$ cat config.mk
export PLATFORM = sky130hd
export DESIGN_NAME = ppe_load_tx
export DESIGN_NICKNAME = d
export VERILOG_FILES = /design/src/rtl/ppe_load_tx.sv
export SDC_FILE = /design/constraint.sdc
export NUM_CORES = 1
export LEC_CHECK = 0
export BUFFER_PORTS_ARGS = -buffer_cell sky130_fd_sc_hd__buf_2
export CORE_AREA = 2 2 104 106
export CTS_CLUSTER_SIZE = 25
export DETAILED_ROUTE_END_ITERATION = 12
export DIE_AREA = 0 0 106 108
export PLACE_DENSITY = 0.78
export SYNTH_ARGS = -nofsm -noshare
export SYNTH_HDL_FRONTEND = slang
export SYNTH_SLANG_ARGS = --single-unit
$ cat constraint.sdc
create_clock -name clk -period 2.6 [get_ports clk]
set_input_delay 0.39 -clock clk [delete_from_list [all_inputs] [get_ports clk]]
set_output_delay 0.39 -clock clk [all_outputs]
set_load 0.01 [all_outputs]
$ cat src/rtl/ppe_load_tx.sv
// ppe_load_tx: serializes one PPE load job into WEIGHT, INPUT and optional START packets (START packet enabled by PPE_LOAD_TX_START_EN)
module ppe_load_tx #(
  parameter int NUM_W    = 5,
  parameter int ROW_W    = 25,
  parameter int MAX_ROWS = 25,
  parameter int MEM_AW   = 10
) (
  input  logic                  clk,
  input  logic                  reset,
  input  logic                  job_valid,
  output logic                  job_ready,
  input  logic [3:0]            job_dest,
  input  logic [8*NUM_W-1:0]    job_weights,
  input  logic [MEM_AW-1:0]     job_base,
  input  logic [4:0]            job_rows,
  output logic                  mem_ren,
  output logic [MEM_AW-1:0]     mem_raddr,
  input  logic [ROW_W-1:0]      mem_rdata,
  output logic                  pkt_valid,
  input  logic                  pkt_ready,
  output logic [32:0]           pkt_data,
  output logic                  job_done
);
  typedef enum logic [2:0] {
    IDLE,
    WEIGHT,
    RD,
    CAP,
    SEND,
`ifdef PPE_LOAD_TX_START_EN
    START,
`endif
    DONE
  } state_t;
  state_t               state;
  logic [3:0]           dest;
  logic [8*NUM_W-1:0]   weights;
  logic [MEM_AW-1:0]    base;
  logic [4:0]           rows;
  logic [4:0]           row;
  logic [2:0]           widx;
  logic                 hs;
  logic                 last_w;
  logic [4:0]           row_nx;
  logic [4:0]           rows_clamped;
  function automatic logic [32:0] wpkt(input logic [3:0] d, input logic [8*NUM_W-1:0] w, input logic [2:0] i);
    return {d, 4'h1, 14'd0, i, w[8*i +: 8]};
  endfunction
  assign hs           = pkt_valid & pkt_ready;
  assign last_w       = widx == 3'(NUM_W - 1);
  assign row_nx       = row + 5'd1;
  assign rows_clamped = job_rows > 5'(MAX_ROWS) ? 5'(MAX_ROWS) : job_rows;
  // job sequencer: every output is registered; the packet register holds captured row data across backpressure
  always_ff @(posedge clk) begin
    if (reset) begin
      state     <= IDLE;
      job_ready <= 1'b0;
      pkt_valid <= 1'b0;
      pkt_data  <= '0;
      mem_ren   <= 1'b0;
      mem_raddr <= '0;
      job_done  <= 1'b0;
      row       <= '0;
      widx      <= '0;
      dest      <= '0;
      weights   <= '0;
      base      <= '0;
      rows      <= '0;
    end else begin
      mem_ren  <= 1'b0;
      job_done <= 1'b0;
      case (state)
        IDLE: begin
          job_ready <= ~(job_valid & job_ready);
          if (job_valid && job_ready) begin
            dest      <= job_dest;
            weights   <= job_weights;
            base      <= job_base;
            rows      <= rows_clamped;
            row       <= '0;
            widx      <= '0;
            pkt_data  <= wpkt(job_dest, job_weights, 3'd0);
            pkt_valid <= 1'b1;
            state     <= WEIGHT;
          end
        end
        WEIGHT: if (hs) begin
          if (!last_w) begin
            widx     <= widx + 3'd1;
            pkt_data <= wpkt(dest, weights, widx + 3'd1);
          end else if (rows != '0) begin
            pkt_valid <= 1'b0;
            mem_ren   <= 1'b1;
            mem_raddr <= base;
            state     <= RD;
          end else begin
`ifdef PPE_LOAD_TX_START_EN
            pkt_data <= {dest, 4'h4, 25'd0};
            state    <= START;
`else
            pkt_valid <= 1'b0;
            job_done  <= 1'b1;
            state     <= DONE;
`endif
          end
        end
        RD: state <= CAP;
        CAP: begin
          pkt_data  <= {dest, row == '0 ? 4'h3 : 4'h2, 25'(mem_rdata)};
          pkt_valid <= 1'b1;
          state     <= SEND;
        end
        SEND: if (hs) begin
          row <= row_nx;
          if (row_nx < rows) begin
            pkt_valid <= 1'b0;
            mem_ren   <= 1'b1;
            mem_raddr <= base + MEM_AW'(row_nx);
            state     <= RD;
          end else begin
`ifdef PPE_LOAD_TX_START_EN
            pkt_data <= {dest, 4'h4, 25'd0};
            state    <= START;
`else
            pkt_valid <= 1'b0;
            job_done  <= 1'b1;
            state     <= DONE;
`endif
          end
        end
`ifdef PPE_LOAD_TX_START_EN
        START: if (hs) begin
          pkt_valid <= 1'b0;
          job_done  <= 1'b1;
          state     <= DONE;
        end
`endif
        DONE: begin
          job_ready <= 1'b1;
          state     <= IDLE;
        end
        default: state <= IDLE;
      endcase
    end
  end
endmodule

==> results of run 1 <==
synthesized netlist by cell type, drive strengths merged, types with 3 or more instances:
| master | count | area, µm² |
|---|---|---|
| mux2i | 13 | 130 |
| ha | 13 | 163 |
| a22oi | 4 | 30.0 |
| inv | 13 | 48.8 |
| nand2b | 3 | 18.8 |
| o21ai | 26 | 134 |
| mux4 | 8 | 180 |
| or4 | 3 | 26.3 |
| nand2 | 154 | 581 |
| xnor2 | 3 | 26.3 |
| clkbuf | 30 | 143 |
| a311oi | 5 | 50.0 |
| o211ai | 3 | 22.5 |
| xor2 | 6 | 52.6 |
| nand3 | 31 | 155 |
| a21oi | 93 | 465 |
| a211oi | 10 | 75.1 |
| nand4bb | 8 | 90.1 |
| nor2 | 54 | 203 |
| o21bai | 3 | 22.5 |
| a31oi | 11 | 68.8 |
| buf | 17 | 92.6 |
| dfxtp | 115 | 2300 |
| nor3 | 8 | 45.0 |
critical path, cell delays in order (launching register included):
cell and delay [ns]:
dfxtp_1 0.42, inv_1 0.09, ha_1 0.35, inv_1 0.07
fa_1 0.43, nand2b_1 0.19, a21oi_1 0.22, o21ai_0 0.14
xor2_1 0.16, a211oi_1 0.22
cell families (layout without fill, tap and decap cells):
| logic type | count (synthesis) | after routing | synth area share [%] |
|---|---|---|---|
| buffers and inverters | 60 | 191 | 5.30 |
| XOR/XNOR | 9 | 9 | 1.47 |
| adder cells (fa/ha/maj) | 14 | 14 | 3.41 |
| AND/OR/NAND/NOR | 279 | 279 | 23.6 |
| other | 1 | 2 | 0.0699 |
| AO/OA/AOI/OAI | 162 | 162 | 17.4 |
| multiplexers | 21 | 21 | 5.79 |
| flip-flops | 115 | 115 | 42.9 |
per-stage QoR:
stage / util [%] / cell area [µm²] / std cells
final: 66.5 / 6800 / 929
after global routing: 66.5 / 6800 / 929
after floorplan: - / 5370 / 662
after detailed placement: 60.1 / 6150 / 899
after CTS: 66.3 / 6790 / 929
after global placement: 60.1 / 6150 / 899
per-layer routing:
| layer | GRT usage (%) | up-vias | part of all wire, % |
|---|---|---|---|
| met5 | 0 | - | 0 |
| met4 | 10.2 | 0 | 1.8 |
| met3 | 7.66 | 30 | 8.1 |
| met2 | 40.1 | 230 | 47 |
| met1 | 33.1 | 2388 | 43 |
| li1 | - | 2532 | - |
area by class of cell:
class,instances,area [µm²],area share [%]
Clock inverter,9,178,2.61
Clock buffer,21,459,6.75
Tap cell,136,170,2.50
Timing Repair Buffer,148,821,12.1
Multi-Input combinational cell,487,2820,41.5
Inverter,13,48.8,0.718
Sequential cell,115,2300,33.9
where the power goes:
| group | total (W) | switching (W) | internal (W) |
|---|---|---|---|
| registers | 0.00188 | 0.0000468 | 0.00184 |
| logic | 0.000444 | 0.000257 | 0.000186 |
| clock network | 0.00252 | 0.000800 | 0.00172 |
flip-flops by register name, summed over array words and instances (netlist names), 3 cells and up:
| register | cells |
|---|---|
| rows | 5 |
| mem_raddr | 10 |
| widx | 3 |
| weights | 40 |
| row | 5 |
| pkt_data | 31 |
| base | 10 |
| state | 3 |
| dest | 4 |
path summary, 6_finish.rpt:
check,from,to,depth (start not counted)
worst max register to register,row[0],mem_raddr[8],9
worst max-delay path,row[0],mem_raddr[8],9
worst min register to register,weights[17],weights[17],2
worst min-delay path,job_weights[31],weights[31],3
repair_timing:
| action | 4_1_cts | 5_1_grt |
|---|---|---|
| gates resized for setup | 0 | 3 |
| buffers inserted | 0 | 0 |
| setup endpoints to repair | 0 | 10 |
==> results.py, run 1 <==
metrics = {
    "outcome": {
        "status": "finished clean",
    },
    "clocking": {
        "clk_latency_ns": 0.53,
        "ctsHtreeMaxLevel": 4,
        "cts_sinks": 115,
        "cts_buffer_depth": 2,
        "clockRootBuffer": "clkbuf_8",
        "cts_tree": "built",
        "path_clk_slew_ns": 0.06,
        "cts_hold_buf": 0,
        "cts_buffers": 17,
    },
    "die": {
        "die_w_um": 106,
        "io_pins": 135,
        "core_area_um2": 10200,
        "row_count": 37,
        "initial_utilization_pct": 52.4,
        "dieArea_um2": 11400,
        "die_height_um": 108,
    },
    "final_layout": {
        "drive_gt1_share_pct": 25.1,
        "fin_nets": 884,
        "diodes": 0,
        "nFillCells": 840,
        "area_growth_pct": 26.8,
        "final_cell_mix": "nand2_1 (152), buf_2 (131), dfxtp_1 (115)",
        "final_common_cell": "nand2_1",
    },
    "worst_setup_path": {
        "crit_path_start_kind": "flip-flop",
        "r2r_slack_ns": 0.23,
        "cp.required_ns": 3.04,
        "cp.arrival_ns": 2.81,
        "crit_type": "flip-flop to flip-flop",
        "path_max_fanout": 6,
        "end_kind": "flip-flop",
    },
    "placed_design": {
        "gp_congestion": 0.912,
        "port_buffers": 132,
        "pre_cts_slack_ns": 0.162,
        "hpwl_mm": 9.76,
    },
    "yosys": {
        "ys_types": 54,
        "synthCells": 661,
        "ys_seq_area_share_pct": 42.9,
        "synth_edf_count": 0,
        "synth_area_um2": 5360,
        "synthArstFlopShare_pct": 0,
        "avgSynthCellArea_um2": 8.11,
        "ys_ff_latch": 115,
        "yosysWarnings": 0,
        "synth-main-ff-cell": "dfxtp_1",
    },
    "drt": {
        "drt_iter0_drc": 345,
        "drt_pass1_iterations": 5,
        "viasPerCell": 5.58,
        "drtAntennaViolNets": 0,
        "wire_per_inst_um": 15.2,
        "vias": 5180,
        "wirelength_mm": 14.1,
        "remaining_drc_errors": 0,
    },
    "timing": {
        "drv_slew": 0,
        "fin_setup_tns_ns": 0,
        "layout_min_cycle_time_ns": 2.37,
        "worst_pin_slew_ns": 0.823,
        "fin_ws_ns": 0.227,
        "finalHoldViolCount": 0,
        "period_share_pct": 91.3,
        "max_freq_mhz": 421,
        "fin_worst_skew_ns": 0.00660,
        "rsz0062_at_grt": "no",
        "hold_slack_ns": 0.0980,
        "timing.slew.headroom_pct": 44.8,
        "setup_viol": 0,
    },
    "power_and_ir_drop": {
        "powerDensity_nw_per_um2": 713,
        "p_total_w": 0.00484,
        "ir_drop_mv": 0.402,
        "p_leak_nw": 2.68,
    },
    "grt": {
        "grt_pass1_vias": 4868,
        "grt_pass1_wl_mm": 23.0,
        "grtUsageTotal_pct": 25.5,
        "grt_overflow": 0,
        "antenna_found_initial": 0,
        "grt_max_degree": 51,
    },
    "run": {
        "drv_cap": 0,
    },
    "hold_path": {
        "hp-class": "input pin to flip-flop",
    },
}
(Power assumes the default switching activity.)
==> inputs of run 2 (changes only) <==
--- a/config.mk
+++ b/config.mk
@@ -5,6 +5,7 @@
 export SDC_FILE = /design/constraint.sdc
 export NUM_CORES = 1
 export LEC_CHECK = 0
+export ABC_CLOCK_PERIOD_IN_PS = 2600
 export BUFFER_PORTS_ARGS = -buffer_cell sky130_fd_sc_hd__buf_2
 export CORE_AREA = 2 2 104 106
 export CTS_CLUSTER_SIZE = 25
==> constraint.sdc (replaced) <==
create_clock -name clk -period 2.6 [get_ports clk]
set_input_delay 0.13 -clock clk [delete_from_list [all_inputs] [get_ports clk]]
set_output_delay 0.13 -clock clk [all_outputs]
set_load 0.01 [all_outputs]
==> run 2 against run 1 <==
Effect of this change:
- power is 1.8% lower
- global-route usage is 2.1 points higher
- sequential cell count stayed put
- sequential share of layout area is 3.3 points lower
- non-clock buffer count is 75 higher
- routed wire length is 9.6% higher
- hold slack worse by 0.070 ns
- combinational power is 22% higher
- clock skew is 0.0029 ns higher
- maximum frequency is 1.3% lower
- largest cell class unchanged
- highest routed layer unchanged
==> results.py, run 2 (synthesis results as in run 1) <==
metrics = {
    "timing": {
        "timing.slew.headroom_pct": 48.2,
        "period_share_pct": 92.5,
        "finalHoldViolCount": 0,
        "fin_setup_tns_ns": 0,
        "fin_worst_skew_ns": 0.00948,
        "setup_viol": 0,
        "max_freq_mhz": 416,
        "drv_slew": 0,
        "worst_pin_slew_ns": 0.771,
        "layout_min_cycle_time_ns": 2.41,
    },
    "clocking": {
        "path_clk_slew_ns": 0.05,
        "cts_buffer_depth": 2,
        "cts_tree": "built",
        "cts_buffers": 17,
        "cts_sinks": 115,
        "ctsHtreeMaxLevel": 4,
        "cts_setup_buffers": 0,
        "clk_latency_ns": 0.52,
        "clockRootBuffer": "clkbuf_8",
    },
    "final_layout": {
        "nFillCells": 698,
        "seq_area_um2": 2300,
        "top_register": "weights",
        "fin_nets": 959,
        "final_common_cell": "nand2_1",
        "area_growth_pct": 40.4,
        "largest_reg_flops": 40,
        "drive_gt1_share_pct": 23.1,
        "fin_util_pct": 73.6,
        "top_regs": "weights x40, pkt_data x31",
        "final_cells": 1007,
        "final_cell_mix": "nand2_1 (152), buf_2 (131), dfxtp_1 (115)",
        "multi_input_area_um2": 2830,
    },
    "hold_path": {
        "hp-class": "input pin to flip-flop",
        "min_path_cells": 4,
        "worstHoldStart": "job_valid",
    },
    "worst_setup_path": {
        "crit_path_start_kind": "flip-flop",
        "cpPeakStageDelay_ns": 0.43,
        "cpMaxStageDelayCell": "or4_1",
        "cp.required_ns": 3.02,
        "ff2ff_path_depth": 8,
        "critPathLaunch": "row[0]",
        "end_kind": "flip-flop",
        "path_max_fanout": 6,
        "path_cells": "ha_2 > xor2_1 > ha_1 > o21ai_0 > o21bai_1 > a21oi_1 > or4_1 > a311oi_2",
        "critPathTopFamily": "compound AO/OA/AOI/OAI gates",
        "cp_num_buf_inv": 0,
        "reg2reg_from": "row[0]",
        "cp.arrival_ns": 2.83,
        "crit_type": "flip-flop to flip-flop",
        "cp.depth": 8,
    },
    "placed_design": {
        "port_buffers": 132,
        "placedCellCount": 898,
        "hpwl_mm": 9.80,
        "gp_congestion": 0.965,
    },
    "power_and_ir_drop": {
        "powerDensity_nw_per_um2": 632,
        "p_total_w": 0.00476,
        "p_leak_nw": 2.97,
        "ir_drop_mv": 0.406,
    },
    "grt": {
        "grt_overflow": 0,
        "grt_max_degree": 67,
        "grtUsageTotal_pct": 27.6,
        "grt_pass1_vias": 5578,
        "grt_pass1_wl_mm": 25.6,
        "antenna_found_initial": 0,
    },
    "die": {
        "row_count": 37,
        "dieArea_um2": 11400,
        "die_height_um": 108,
        "io_pins": 135,
        "die_w_um": 106,
        "core_area_um2": 10200,
        "initial_utilization_pct": 52.4,
    },
    "drt": {
        "drt_pass1_iterations": 5,
        "vias": 5535,
        "viasPerCell": 5.50,
        "wire_per_inst_um": 15.4,
        "drtAntennaViolNets": 0,
        "remaining_drc_errors": 0,
        "wirelength_mm": 15.5,
        "drt_iter0_drc": 420,
    },
    "run": {
        "drv_cap": 0,
    },
    "outcome": {
        "status": "finished clean",
    },
}
run 2: tightest hold or removal path: cells and delay by family:
kind | cells | cell delay (ns)
AO/OA/AOI/OAI | 1 | 0.13
buffers and inverters | 1 | 0.10
AND/OR/NAND/NOR | 2 | 0.14
run 2: final timing paths:
check | slack [ns] | end
worst max-delay path | 0.19 | mem_raddr[7]
worst min-delay path | 0.03 | job_ready
worst max register to register | 0.19 | mem_raddr[7]
worst min register to register | 0.46 | weights[6]
run 2: through the flow:
| stage | hold slack [ns] | area, µm² | worst slack (ns) |
|---|---|---|---|
| floorplan | 0.263 | 5370 | 0.421 |
| global placement | 0.372 | 6140 | 0.261 |
| detailed placement | 0.375 | 6140 | 0.117 |
| CTS | 0.00861 | 7500 | 0.0931 |
| global route | 0.0780 | 7530 | -0.00599 |
| finish | 0.0275 | 7530 | 0.195 |
run 2: cell type report:
type | count | share of cell area, %
antenna | 1 | 0.0332
clock buffer | 20 | 5.92
clock inverter | 12 | 2.06
inverter | 13 | 0.648
multi-input combinational | 487 | 37.6
sequential | 115 | 30.6
tap | 136 | 2.26
timing repair buffer | 223 | 20.9
run 2: timing repair:
action / CTS / global route
endpoints found under the setup margin: 0 / 9
hold buffers: 76 / 0
endpoints found under the hold margin: 80 / 0
gates resized for setup: 0 / 4
run 2: where the power goes:
group / total, W / internal (W) / switching (W)
Clock: 0.00233 / 0.00151 / 0.000821
Combinational: 0.000542 / 0.000260 / 0.000282
Sequential: 0.00188 / 0.00184 / 0.0000473
Total: 0.00476 / 0.00361 / 0.00115
run 2: routing by layer:
| layer | up-vias | GRT usage, % | part of all wire (%) |
|---|---|---|---|
| met5 | - | 0 | 0 |
| met4 | 0 | 10.2 | 2.4 |
| met3 | 37 | 6.69 | 6.0 |
| met2 | 226 | 47.7 | 48 |
| met1 | 2589 | 33.6 | 43 |
| li1 | 2683 | - | - |
==> inputs of run 3 (changes only) <==
--- a/config.mk
+++ b/config.mk
@@ -12,6 +12,7 @@
 export DETAILED_ROUTE_END_ITERATION = 12
 export DIE_AREA = 0 0 106 108
 export PLACE_DENSITY = 0.78
+export RECOVER_POWER = 50
 export SYNTH_ARGS = -nofsm -noshare
 export SYNTH_HDL_FRONTEND = slang
 export SYNTH_SLANG_ARGS = --single-unit
==> run 3 against run 2 <==
Effect of this change:
- largest power group unchanged
- register-to-register slack about the same
- clock power about the same
- via count up 0.18%
- sequential power about the same
- largest cell class unchanged
- clock skew down 0.00074 ns
==> results.py, run 3 (synthesis results as in run 1) <==
metrics = {
    "die": {
        "core_area_um2": 10200,
        "dieArea_um2": 11400,
        "die_w_um": 106,
        "row_count": 37,
        "io_pins": 135,
        "initial_utilization_pct": 52.4,
        "die_height_um": 108,
    },
    "worst_setup_path": {
        "crit_top_cell": "ha_1",
        "cpMaxStageDelayCell": "dfxtp_1",
        "critPathTopFamily": "compound AO/OA/AOI/OAI gates",
        "cp.arrival_ns": 2.82,
        "reg2reg_from": "row[0]",
        "ff2ff_path_depth": 8,
        "crit_path_start_kind": "flip-flop",
        "rr_endpoint": "mem_raddr[5]",
        "end_kind": "flip-flop",
        "cpPeakStageDelay_ns": 0.42,
        "path_max_fanout": 6,
        "cp.depth": 8,
        "r2r_slack_ns": 0.19,
        "cp.required_ns": 3.01,
        "path_cells": "inv_1 > ha_1 > ha_1 > a211oi_4 > o21bai_1 > a21oi_1 > o21ai_0 > a311oi_1",
        "crit_type": "flip-flop to flip-flop",
        "cp_num_buf_inv": 1,
    },
    "grt": {
        "globalRouteMet2Util_pct": 47.7,
        "grt_overflow": 0,
        "top_usage_layer": "met2",
        "grtUsageTotal_pct": 27.6,
        "met1_usage_pct": 33.6,
        "antenna_found_initial": 0,
        "grt_max_degree": 67,
        "grt_pass1_vias": 5578,
        "grt_pass1_wl_mm": 25.6,
        "grt_util_met3_pct": 6.69,
    },
    "drt": {
        "vias": 5545,
        "remaining_drc_errors": 0,
        "drt_pass1_iterations": 7,
        "viasPerCell": 5.51,
        "drt_iter0_drc": 429,
        "wirelength_mm": 15.5,
        "drtAntennaViolNets": 0,
        "wire_per_inst_um": 15.4,
    },
    "clocking": {
        "cts_sinks": 115,
        "cts_buffer_depth": 2,
        "cts_setup_buffers": 0,
        "ctsHtreeMaxLevel": 4,
        "clockRootBuffer": "clkbuf_8",
        "path_clk_slew_ns": 0.05,
        "cts_tree": "built",
        "cts_buffers": 17,
        "clk_latency_ns": 0.51,
    },
    "placed_design": {
        "gp_congestion": 0.965,
        "hpwl_mm": 9.80,
        "port_buffers": 132,
        "pre_cts_slack_ns": 0.117,
    },
    "final_layout": {
        "final_cell_mix": "nand2_1 (153), dfxtp_1 (115), a21oi_1 (93)",
        "fin_nets": 959,
        "final_common_cell": "nand2_1",
        "top_register": "weights",
        "largest_reg_flops": 40,
        "top_regs": "weights x40, pkt_data x31",
        "area_growth_pct": 38.8,
        "drive_gt1_share_pct": 17.7,
    },
    "hold_path": {
        "hp-class": "input pin to flip-flop",
        "worstHoldStart": "job_valid",
        "hold_end": "job_ready",
        "min_path_cells": 4,
    },
    "power_and_ir_drop": {
        "p_total_w": 0.00474,
        "p_leak_nw": 2.76,
        "ir_drop_mv": 0.401,
        "powerDensity_nw_per_um2": 638,
    },
    "timing": {
        "layout_min_cycle_time_ns": 2.41,
        "setup_viol": 0,
        "fin_ws_ns": 0.191,
        "timing.slew.headroom_pct": 16.2,
        "period_share_pct": 92.7,
        "fin_setup_tns_ns": 0,
        "max_freq_mhz": 415,
        "fin_worst_skew_ns": 0.00874,
        "worst_pin_slew_ns": 1.26,
        "finalHoldViolCount": 0,
        "drv_slew": 0,
    },
    "outcome": {
        "status": "finished clean",
    },
    "run": {
        "drv_cap": 0,
    },
}
==> run 3: cell count changes in the layout (fill, tap and decap cells not counted) <==
cell / delta
buf_12: -1
buf_2: -44
buf_4: -2
clkbuf_1: +46
clkbuf_2: +1
nand2_1: +1
nand2_2: -1
nor4_2: +1
nor4_4: -1
==> run 3: worst max-delay path by stage <==
stage	startpoint	to	slack (ns)
4_1_cts	row[0]	mem_raddr[7]	0.09
3_3_place_gp	row[0]	mem_raddr[5]	0.26
2_1_floorplan	row[0]	mem_raddr[7]	0.42
5_1_grt	row[0]	mem_raddr[7]	-0.006
3_5_place_dp	row[0]	mem_raddr[7]	0.12
6_report	row[0]	mem_raddr[5]	0.19
==> run 3: timing repair <==
action                     in CTS  in global routing
setup endpoints to repair       0                  9
hold endpoints to repair       80                  0
hold buffers                   76                  0
gates resized for setup         0                  4
==> run 3: final cells by class <==
| class | instances | area [µm²] |
|---|---|---|
| multi-input cells | 487 | 2820 |
| fillers | 743 | 2790 |
| flip-flops and latches | 115 | 2300 |
| repair buffers | 223 | 1500 |
| clock buffers | 20 | 445 |
| well taps | 136 | 170 |
| clock inverters | 12 | 155 |
| inverters | 13 | 48.8 |
| diodes | 1 | 2.50 |
==> run 3: power breakdown <==
group / internal (W) / switching [W]
Sequential: 0.00184 / 0.0000480
Combinational: 0.000249 / 0.000279
Clock: 0.00151 / 0.000821
Total: 0.00360 / 0.00115
==> run 3: worst min-delay path, delay by kind of cell <==
| kind | cells | cell delay [ns] |
|---|---|---|
| AOI/OAI and AO/OA | 1 | 0.13 |
| buffers and inverters | 1 | 0.11 |
| and+or+nand+nor | 2 | 0.14 |
==> run 3: layer usage <==
metal / vias to the layer above / part of all wire [%]
met2: 247 / 49
met3: 35 / 6.9
li1: 2687 / -
met5: - / 0
met1: 2576 / 42
met4: 0 / 2.1
==> run 3: per-stage QoR <==
step	hold WS [ns]	cell area (µm²)	instances	util (%)
after floorplan	0.263	5370	662	-
after global placement	0.372	6140	898	60.0
after detailed placement	0.375	6140	898	60.0
after CTS	0.00861	7500	1006	73.3
after global routing	0.0781	7440	1006	72.7
final	0.0348	7440	1007	72.7
